### src/rtl/ptc_ramp_seq.sv
// Wishbone master that initialises one PTC timer and ramps its PWM duty (HRC)
// from the current value to a target in saturating steps at a fixed interval.
module ptc_ramp_seq #(
   parameter int unsigned ADR_W   = 8,
   parameter int unsigned TIMEOUT = 255,
   parameter int unsigned DW      = 16
) (
   input  logic             wb_clk_i,
   input  logic             wb_rst_i,
   input  logic             start_i,
   input  logic             stop_i,
   input  logic [DW-1:0]    period_i,
   input  logic [DW-1:0]    target_i,
   input  logic [DW-1:0]    step_i,
   input  logic [DW-1:0]    interval_i,
   output logic             m_cyc_o,
   output logic             m_stb_o,
   output logic             m_we_o,
   output logic [ADR_W-1:0] m_adr_o,
   output logic [31:0]      m_dat_o,
   output logic [3:0]       m_sel_o,
   input  logic             m_ack_i,
   output logic             busy_o,
   output logic             done_o,
   output logic             err_o,
   output logic [DW-1:0]    duty_o
);

   localparam int unsigned TO_W = 16;

   localparam logic [ADR_W-1:0] ADR_HRC  = ADR_W'(4);
   localparam logic [ADR_W-1:0] ADR_LRC  = ADR_W'(8);
   localparam logic [ADR_W-1:0] ADR_CTRL = ADR_W'(12);

   localparam logic [31:0] CTRL_RST = 32'h0000_0080;
   localparam logic [31:0] CTRL_EN  = 32'h0000_0009;
   localparam logic [31:0] CTRL_OFF = 32'h0000_0000;

   typedef enum logic [3:0] {
      S_IDLE,
      S_W_RST,
      S_W_LRC,
      S_W_HRC,
      S_W_EN,
      S_WAIT,
      S_W_STEP,
      S_HOLD,
      S_W_OFF
   } state_t;

   state_t            r_state, w_state_nxt, w_adv;
   logic              r_stb, w_stb_nxt;
   logic [ADR_W-1:0]  r_adr, w_adr_nxt;
   logic [31:0]       r_dat, w_dat_nxt;
   logic [DW-1:0]     r_period, w_period_nxt;
   logic [DW-1:0]     r_target, w_target_nxt;
   logic [DW-1:0]     r_step, w_step_nxt;
   logic [DW-1:0]     r_interval, w_interval_nxt;
   logic [DW-1:0]     r_cur, w_cur_nxt;
   logic [DW-1:0]     r_duty, w_duty_nxt;
   logic [DW-1:0]     r_wait_cnt, w_wait_nxt;
   logic [TO_W-1:0]   r_to_cnt, w_to_nxt;
   logic              r_err, w_err_nxt;
   logic              r_stop_pend, w_pend_nxt;
   logic              r_busy, r_done;
   logic              w_launch;
   logic              w_stop;
   logic [DW-1:0]     w_step_eff;
   logic [DW-1:0]     w_ivl_last;
   logic [DW-1:0]     w_next;

   assign w_stop     = stop_i | r_stop_pend;
   assign w_step_eff = (r_step == '0) ? DW'(1) : r_step;
   assign w_ivl_last = (r_interval == '0) ? '0 : r_interval - DW'(1);

   // Next duty value, saturating at the target from either direction
   always_comb begin
      w_next = r_cur;
      if (r_target > r_cur) begin
         w_next = ((r_target - r_cur) <= w_step_eff) ? r_target : r_cur + w_step_eff;
      end else if (r_target < r_cur) begin
         w_next = ((r_cur - r_target) <= w_step_eff) ? r_target : r_cur - w_step_eff;
      end
   end

   always_comb begin
      w_state_nxt    = r_state;
      w_adv          = S_IDLE;
      w_stb_nxt      = r_stb;
      w_adr_nxt      = r_adr;
      w_dat_nxt      = r_dat;
      w_period_nxt   = r_period;
      w_target_nxt   = r_target;
      w_step_nxt     = r_step;
      w_interval_nxt = r_interval;
      w_cur_nxt      = r_cur;
      w_duty_nxt     = r_duty;
      w_wait_nxt     = r_wait_cnt;
      w_err_nxt      = r_err;
      w_pend_nxt     = r_stop_pend;
      w_to_nxt       = '0;
      w_launch       = 1'b0;

      if (r_stb && !m_ack_i) begin
         w_to_nxt = r_to_cnt + TO_W'(1);
      end

      case (r_state)
         S_IDLE: begin
            if (start_i && !stop_i) begin
               w_period_nxt   = period_i;
               w_target_nxt   = target_i;
               w_step_nxt     = step_i;
               w_interval_nxt = interval_i;
               w_err_nxt      = 1'b0;
               w_cur_nxt      = '0;
               w_state_nxt    = S_W_RST;
               w_launch       = 1'b1;
            end
         end
         S_HOLD: begin
            if (stop_i) begin
               w_state_nxt = S_W_OFF;
               w_launch    = 1'b1;
            end else if (start_i) begin
               // Retarget: the PTC keeps its period and stays enabled
               w_target_nxt   = target_i;
               w_step_nxt     = step_i;
               w_interval_nxt = interval_i;
               if (target_i != r_cur) begin
                  w_state_nxt = S_WAIT;
                  w_wait_nxt  = '0;
               end
            end
         end
         S_WAIT: begin
            if (stop_i) begin
               w_state_nxt = S_W_OFF;
               w_launch    = 1'b1;
            end else if (r_wait_cnt >= w_ivl_last) begin
               w_state_nxt = S_W_STEP;
               w_launch    = 1'b1;
            end else begin
               w_wait_nxt = r_wait_cnt + DW'(1);
            end
         end
         default: begin
            if (r_stb) begin
               if (stop_i) begin
                  w_pend_nxt = 1'b1;
               end
               if (m_ack_i) begin
                  w_stb_nxt  = 1'b0;
                  w_pend_nxt = 1'b0;
                  w_wait_nxt = '0;
                  case (r_state)
                     S_W_RST: w_adv = S_W_LRC;
                     S_W_LRC: w_adv = S_W_HRC;
                     S_W_HRC: begin
                        w_duty_nxt = r_cur;
                        w_adv      = S_W_EN;
                     end
                     S_W_EN:  w_adv = (r_cur == r_target) ? S_HOLD : S_WAIT;
                     S_W_STEP: begin
                        w_cur_nxt  = w_next;
                        w_duty_nxt = w_next;
                        w_adv      = (w_next == r_target) ? S_HOLD : S_WAIT;
                     end
                     S_W_OFF: begin
                        w_cur_nxt  = '0;
                        w_duty_nxt = '0;
                        w_adv      = S_IDLE;
                     end
                     default: w_adv = S_IDLE;
                  endcase
                  w_state_nxt = (w_stop && r_state != S_W_OFF) ? S_W_OFF : w_adv;
               end else if (r_to_cnt == TO_W'(TIMEOUT - 1)) begin
                  // Slave is unresponsive: abandon, flag, and skip the off write
                  w_stb_nxt   = 1'b0;
                  w_err_nxt   = 1'b1;
                  w_pend_nxt  = 1'b0;
                  w_state_nxt = S_IDLE;
               end
            end else if (stop_i && r_state != S_W_OFF) begin
               w_state_nxt = S_W_OFF;
               w_launch    = 1'b1;
            end else begin
               w_launch = 1'b1;
            end
         end
      endcase

      if (w_launch) begin
         w_stb_nxt = 1'b1;
         case (w_state_nxt)
            S_W_RST: begin
               w_adr_nxt = ADR_CTRL;
               w_dat_nxt = CTRL_RST;
            end
            S_W_LRC: begin
               w_adr_nxt = ADR_LRC;
               w_dat_nxt = 32'(r_period);
            end
            S_W_HRC: begin
               w_adr_nxt = ADR_HRC;
               w_dat_nxt = 32'(r_cur);
            end
            S_W_EN: begin
               w_adr_nxt = ADR_CTRL;
               w_dat_nxt = CTRL_EN;
            end
            S_W_STEP: begin
               w_adr_nxt = ADR_HRC;
               w_dat_nxt = 32'(w_next);
            end
            S_W_OFF: begin
               w_adr_nxt = ADR_CTRL;
               w_dat_nxt = CTRL_OFF;
            end
            default: w_stb_nxt = 1'b0;
         endcase
      end
   end

   always_ff @(posedge wb_clk_i or posedge wb_rst_i) begin
      if (wb_rst_i) begin
         r_state     <= S_IDLE;
         r_stb       <= 1'b0;
         r_adr       <= '0;
         r_dat       <= '0;
         r_period    <= '0;
         r_target    <= '0;
         r_step      <= '0;
         r_interval  <= '0;
         r_cur       <= '0;
         r_duty      <= '0;
         r_wait_cnt  <= '0;
         r_to_cnt    <= '0;
         r_err       <= 1'b0;
         r_stop_pend <= 1'b0;
         r_busy      <= 1'b0;
         r_done      <= 1'b0;
      end else begin
         r_state     <= w_state_nxt;
         r_stb       <= w_stb_nxt;
         r_adr       <= w_adr_nxt;
         r_dat       <= w_dat_nxt;
         r_period    <= w_period_nxt;
         r_target    <= w_target_nxt;
         r_step      <= w_step_nxt;
         r_interval  <= w_interval_nxt;
         r_cur       <= w_cur_nxt;
         r_duty      <= w_duty_nxt;
         r_wait_cnt  <= w_wait_nxt;
         r_to_cnt    <= w_to_nxt;
         r_err       <= w_err_nxt;
         r_stop_pend <= w_pend_nxt;
         r_busy      <= (w_state_nxt != S_IDLE);
         r_done      <= (w_state_nxt == S_HOLD);
      end
   end

   assign m_cyc_o = r_stb;
   assign m_stb_o = r_stb;
   assign m_we_o  = r_stb;
   assign m_sel_o = {4{r_stb}};
   assign m_adr_o = r_adr;
   assign m_dat_o = r_dat;
   assign busy_o  = r_busy;
   assign done_o  = r_done;
   assign err_o   = r_err;
   assign duty_o  = r_duty;

endmodule

### config.mk
export PLATFORM = sky130hd
export DESIGN_NAME = ptc_ramp_seq
export DESIGN_NICKNAME = d
export VERILOG_FILES = /design/src/rtl/ptc_ramp_seq.sv
export SDC_FILE = /design/constraint.sdc
export NUM_CORES = 1
export LEC_CHECK = 0
export BUFFER_PORTS_ARGS = -buffer_cell sky130_fd_sc_hd__buf_2
export CORE_MARGIN = 5
export CORE_UTILIZATION = 55
export CTS_CLUSTER_SIZE = 10
export DETAILED_ROUTE_END_ITERATION = 6
export GPL_TIMING_DRIVEN = 0
export HOLD_SLACK_MARGIN = 0.05
export PLACE_DENSITY_LB_ADDON = 0.08
export SLEW_MARGIN = 40
export SYNTH_ARGS = -nofsm -noshare
export SYNTH_HDL_FRONTEND = slang
export SYNTH_SLANG_ARGS = --single-unit
### constraint.sdc
create_clock -name wb_clk_i -period 5.02 [get_ports wb_clk_i]
set_input_delay 0.753 -clock wb_clk_i [delete_from_list [all_inputs] [get_ports wb_clk_i]]
set_output_delay 0.753 -clock wb_clk_i [all_outputs]
set_load 0.05 [all_outputs]
==> results.md <==
* Status: finished with violations
* Failing checks: negative setup slack
* Post-synthesis cell type count at 82
* Hold WS at 0.348 ns
* Final #Nets at 2001
* Post-synth ARST share at 1.00
* DR WL/cell at 22.1 microns
* Skew-Pair Late Insertion Delay at 0.45 ns
* Layout Cells excl Fill at 2141
* Hold Buf Count CTS at 0
* Initial antenna violation count at 3
* Post-synthesis sequential area ratio at 0.304
* R2R setup slack at -0.74 ns
* Worst min path class: input port to asynchronous set/reset pin
* Vias post-DR at 13400
* WP data arrival at 6.06 ns
* Share of layout cells above drive strength 1 at 0.300
* Syn Inst Count at 1544
* Die area at 0.0264 sq mm
* Vias in the first global route at 12900
* EDFF count, synth at 0
* Starting Density at 0.561
* Clock Root Buffer: clkbuf_16
* H-tree levels at 4
* Die Ht at 162 microns
* #FFs+latches synth at 155
* Req. time, crit path at 5.32 ns
* Max FO, Critical Path at 7
* RSZ-0062 raised after global routing: yes
* # IOs at 135
* Slew Viols, Final at 0
* Final hold vios at 0
* Slew @ Worst Pin at 0.819 ns
* TritonRoute pass-1 iters at 7
* Hpwl dp at 34.3 mm
* Setup violations, final at 51
* DRT iter0 DRCs at 1518
* Top_reg_cell synth: dfrtp_1
* Routed WL at 47.2 mm
* Max clock buf depth at 2
* CTS tree: built
* # port buffers at 111
* Clock-pin slew on the worst setup and hold paths at 0.07 ns
* Final min period at 5.76 ns
* Commonest non-fill, non-tap cells in the layout: nor2_1 (153), dfrtp_1 (142), nand2_1 (126)
* Area delta synth->final at 30.3%
* Slew headroom at 0.454
* # DRC at 0
* Clock sinks at 155
* First-pass GRT wire length at 71.7 mm
* Via density at 6.27
* Num CTS Buffers at 17
* Pin count of the biggest net entering global routing at 23
* CP Class: flip-flop to flip-flop
* Commonest non-fill, non-tap cell in the layout: nor2_1
* Synthesized area at 0.0128 sq mm
* Max Cap Viol at 0
* Total track usage at 0.346
* Core region area at 0.0228 sq mm
* Grt total ovfl at 0
* Chip width at 162 microns
* Final worst slack at -0.739 ns
* Avg Cell Area, Syn at 8.27 sq um
* Period utilisation layout at 1.15
* Diodes inserted at 0
* GPL Wtd Cong at 1.00
* Cell total after placement at 1996
* Crit. End Element: flip-flop
* Fmax at 174 MHz
* Final ANT Viol Nets at 0
* Rows at 55
* Final Instance Area at 0.0166 sq mm
* Layout Skew at 0.0232 ns
* Synth warnings at 0
* Worst Setup Start Kind: flip-flop
* Utilization after layout at 0.730
* Placed cell area at 0.0141 sq mm
flip-flops by register name, summed over array words and instances, names as in the netlist, 2 cells and up:
| name | flops |
|---|---|
| duty_o | 16 |
| m_dat_o | 16 |
| r_cur | 16 |
| r_interval | 16 |
| r_period | 16 |
| r_step | 16 |
| r_target | 16 |
| r_to_cnt | 16 |
| r_wait_cnt | 16 |
| r_state | 4 |
| m_adr_o | 2 |
worst max-delay path: stages, from the launching register on:
cell and delay, ns:
dfrtp_2 0.49, inv_1 0.15, ha_1 0.25, a211oi_1 0.34, o21bai_1 0.19, or2_4 0.26
a21o_1 0.17, a21o_1 0.20, inv_2 0.06, o21ai_2 0.06, a21o_1 0.16, a21oi_1 0.17
xnor2_1 0.12, ha_1 0.31, nand4_1 0.14, buf_4 0.19, nor4_4 0.31, a21boi_4 0.28
o31a_1 0.27, buf_6 0.14, mux2_4 0.31, a2111oi_4 0.36, nor4_4 0.10, nand4_1 0.13
nor3_2 0.07, a31oi_4 0.27, nand3_2 0.11
timing repair:
action,in CTS,in global routing
buffers inserted,71,40
pin swaps,101,54
cloned,4,0
gates resized for setup,210,79
endpoints found under the setup margin,64,62
synth_stat cells (all sizes together) (7+ instances only):
cell     number  area (sq um)
o22ai        16           100
inv          94           353
or2           7          43.8
nand3        26           130
buf          39           270
nor2        161           604
nor2b        10          62.6
xor2         41           359
a2111oi       9          97.6
clkbuf       63           236
dfrtp       155          3880
nand2b       16           100
or4           7          52.6
xnor2        50           438
nor3         29           160
and3          9          56.3
or3          20           125
a21o         22           165
nor4         16           119
a221oi       13           126
mux2         32           360
o21ai       116           588
a21oi       133           673
nand4        27           169
a31oi        13          81.3
a22o         24           210
o21a         10          75.1
nand2       136           510
a21boi        7          52.6
a22oi        10          75.1
ha          113          1410
a211oi       15           113
final timing paths:
check                                       from                      end  depth (start not counted)
max                         r_cur[6]$_DFFE_PP0P_         busy_o$_DFF_PP0_                         26
min                                     wb_rst_i   r_step[14]$_DFFE_PP0P_                          2
max reg2reg                 r_cur[6]$_DFFE_PP0P_         busy_o$_DFF_PP0_                         26
min reg2reg                r_to_cnt[0]$_DFF_PP0_    r_to_cnt[0]$_DFF_PP0_                          1
max in group asynchronous               wb_rst_i  m_dat_o[15]$_DFFE_PP0P_                          7
min in group wb_clk_i      r_to_cnt[0]$_DFF_PP0_    r_to_cnt[0]$_DFF_PP0_                          1
metal layers:
metal  vias up  routed length (microns)  global-route usage
met4         4                     2580               0.160
met3       187                     4500              0.0762
li1       6064                        -                   -
met5         -                       21                   0
met1      6388                    19200               0.458
met2       774                    20900               0.541
layout make-up:
| class | instances | area [sq um] |
|---|---|---|
| multi-input cells | 1214 | 9080 |
| fillers | 1706 | 6140 |
| flip-flops and latches | 155 | 3900 |
| repair buffers | 233 | 1690 |
| plain buffers | 100 | 604 |
| clock buffers | 18 | 429 |
| well taps | 313 | 392 |
| inverters | 94 | 364 |
| clock inverters | 14 | 178 |
metrics by stage:
stage / setup slack [ns] / setup TNS (ns)
after floorplan: 0.00262 / 0
after global routing: -0.840 / -24.25
final: -0.739 / -17.69
after global placement: -1.48 / -62.39
after detailed placement: -1.49 / -60.67
after CTS: -0.553 / -13.58
cell families (layout without fill, tap and decap cells):
family | Yosys count | in the layout | share of synthesized area
other | 1 | 22 | 0.000294
adder cells (fa/ha/maj) | 117 | 117 | 0.117
AND/OR/NAND/NOR | 486 | 486 | 0.180
multiplexers | 36 | 36 | 0.0314
buffers and inverters | 196 | 459 | 0.0673
flip-flops | 155 | 155 | 0.304
AO/OA/AOI/OAI | 462 | 462 | 0.238
XOR/XNOR | 91 | 91 | 0.0624
Power is not shown: default switching activity piles up to over one toggle a cycle in this logic, so the estimate is an artifact.
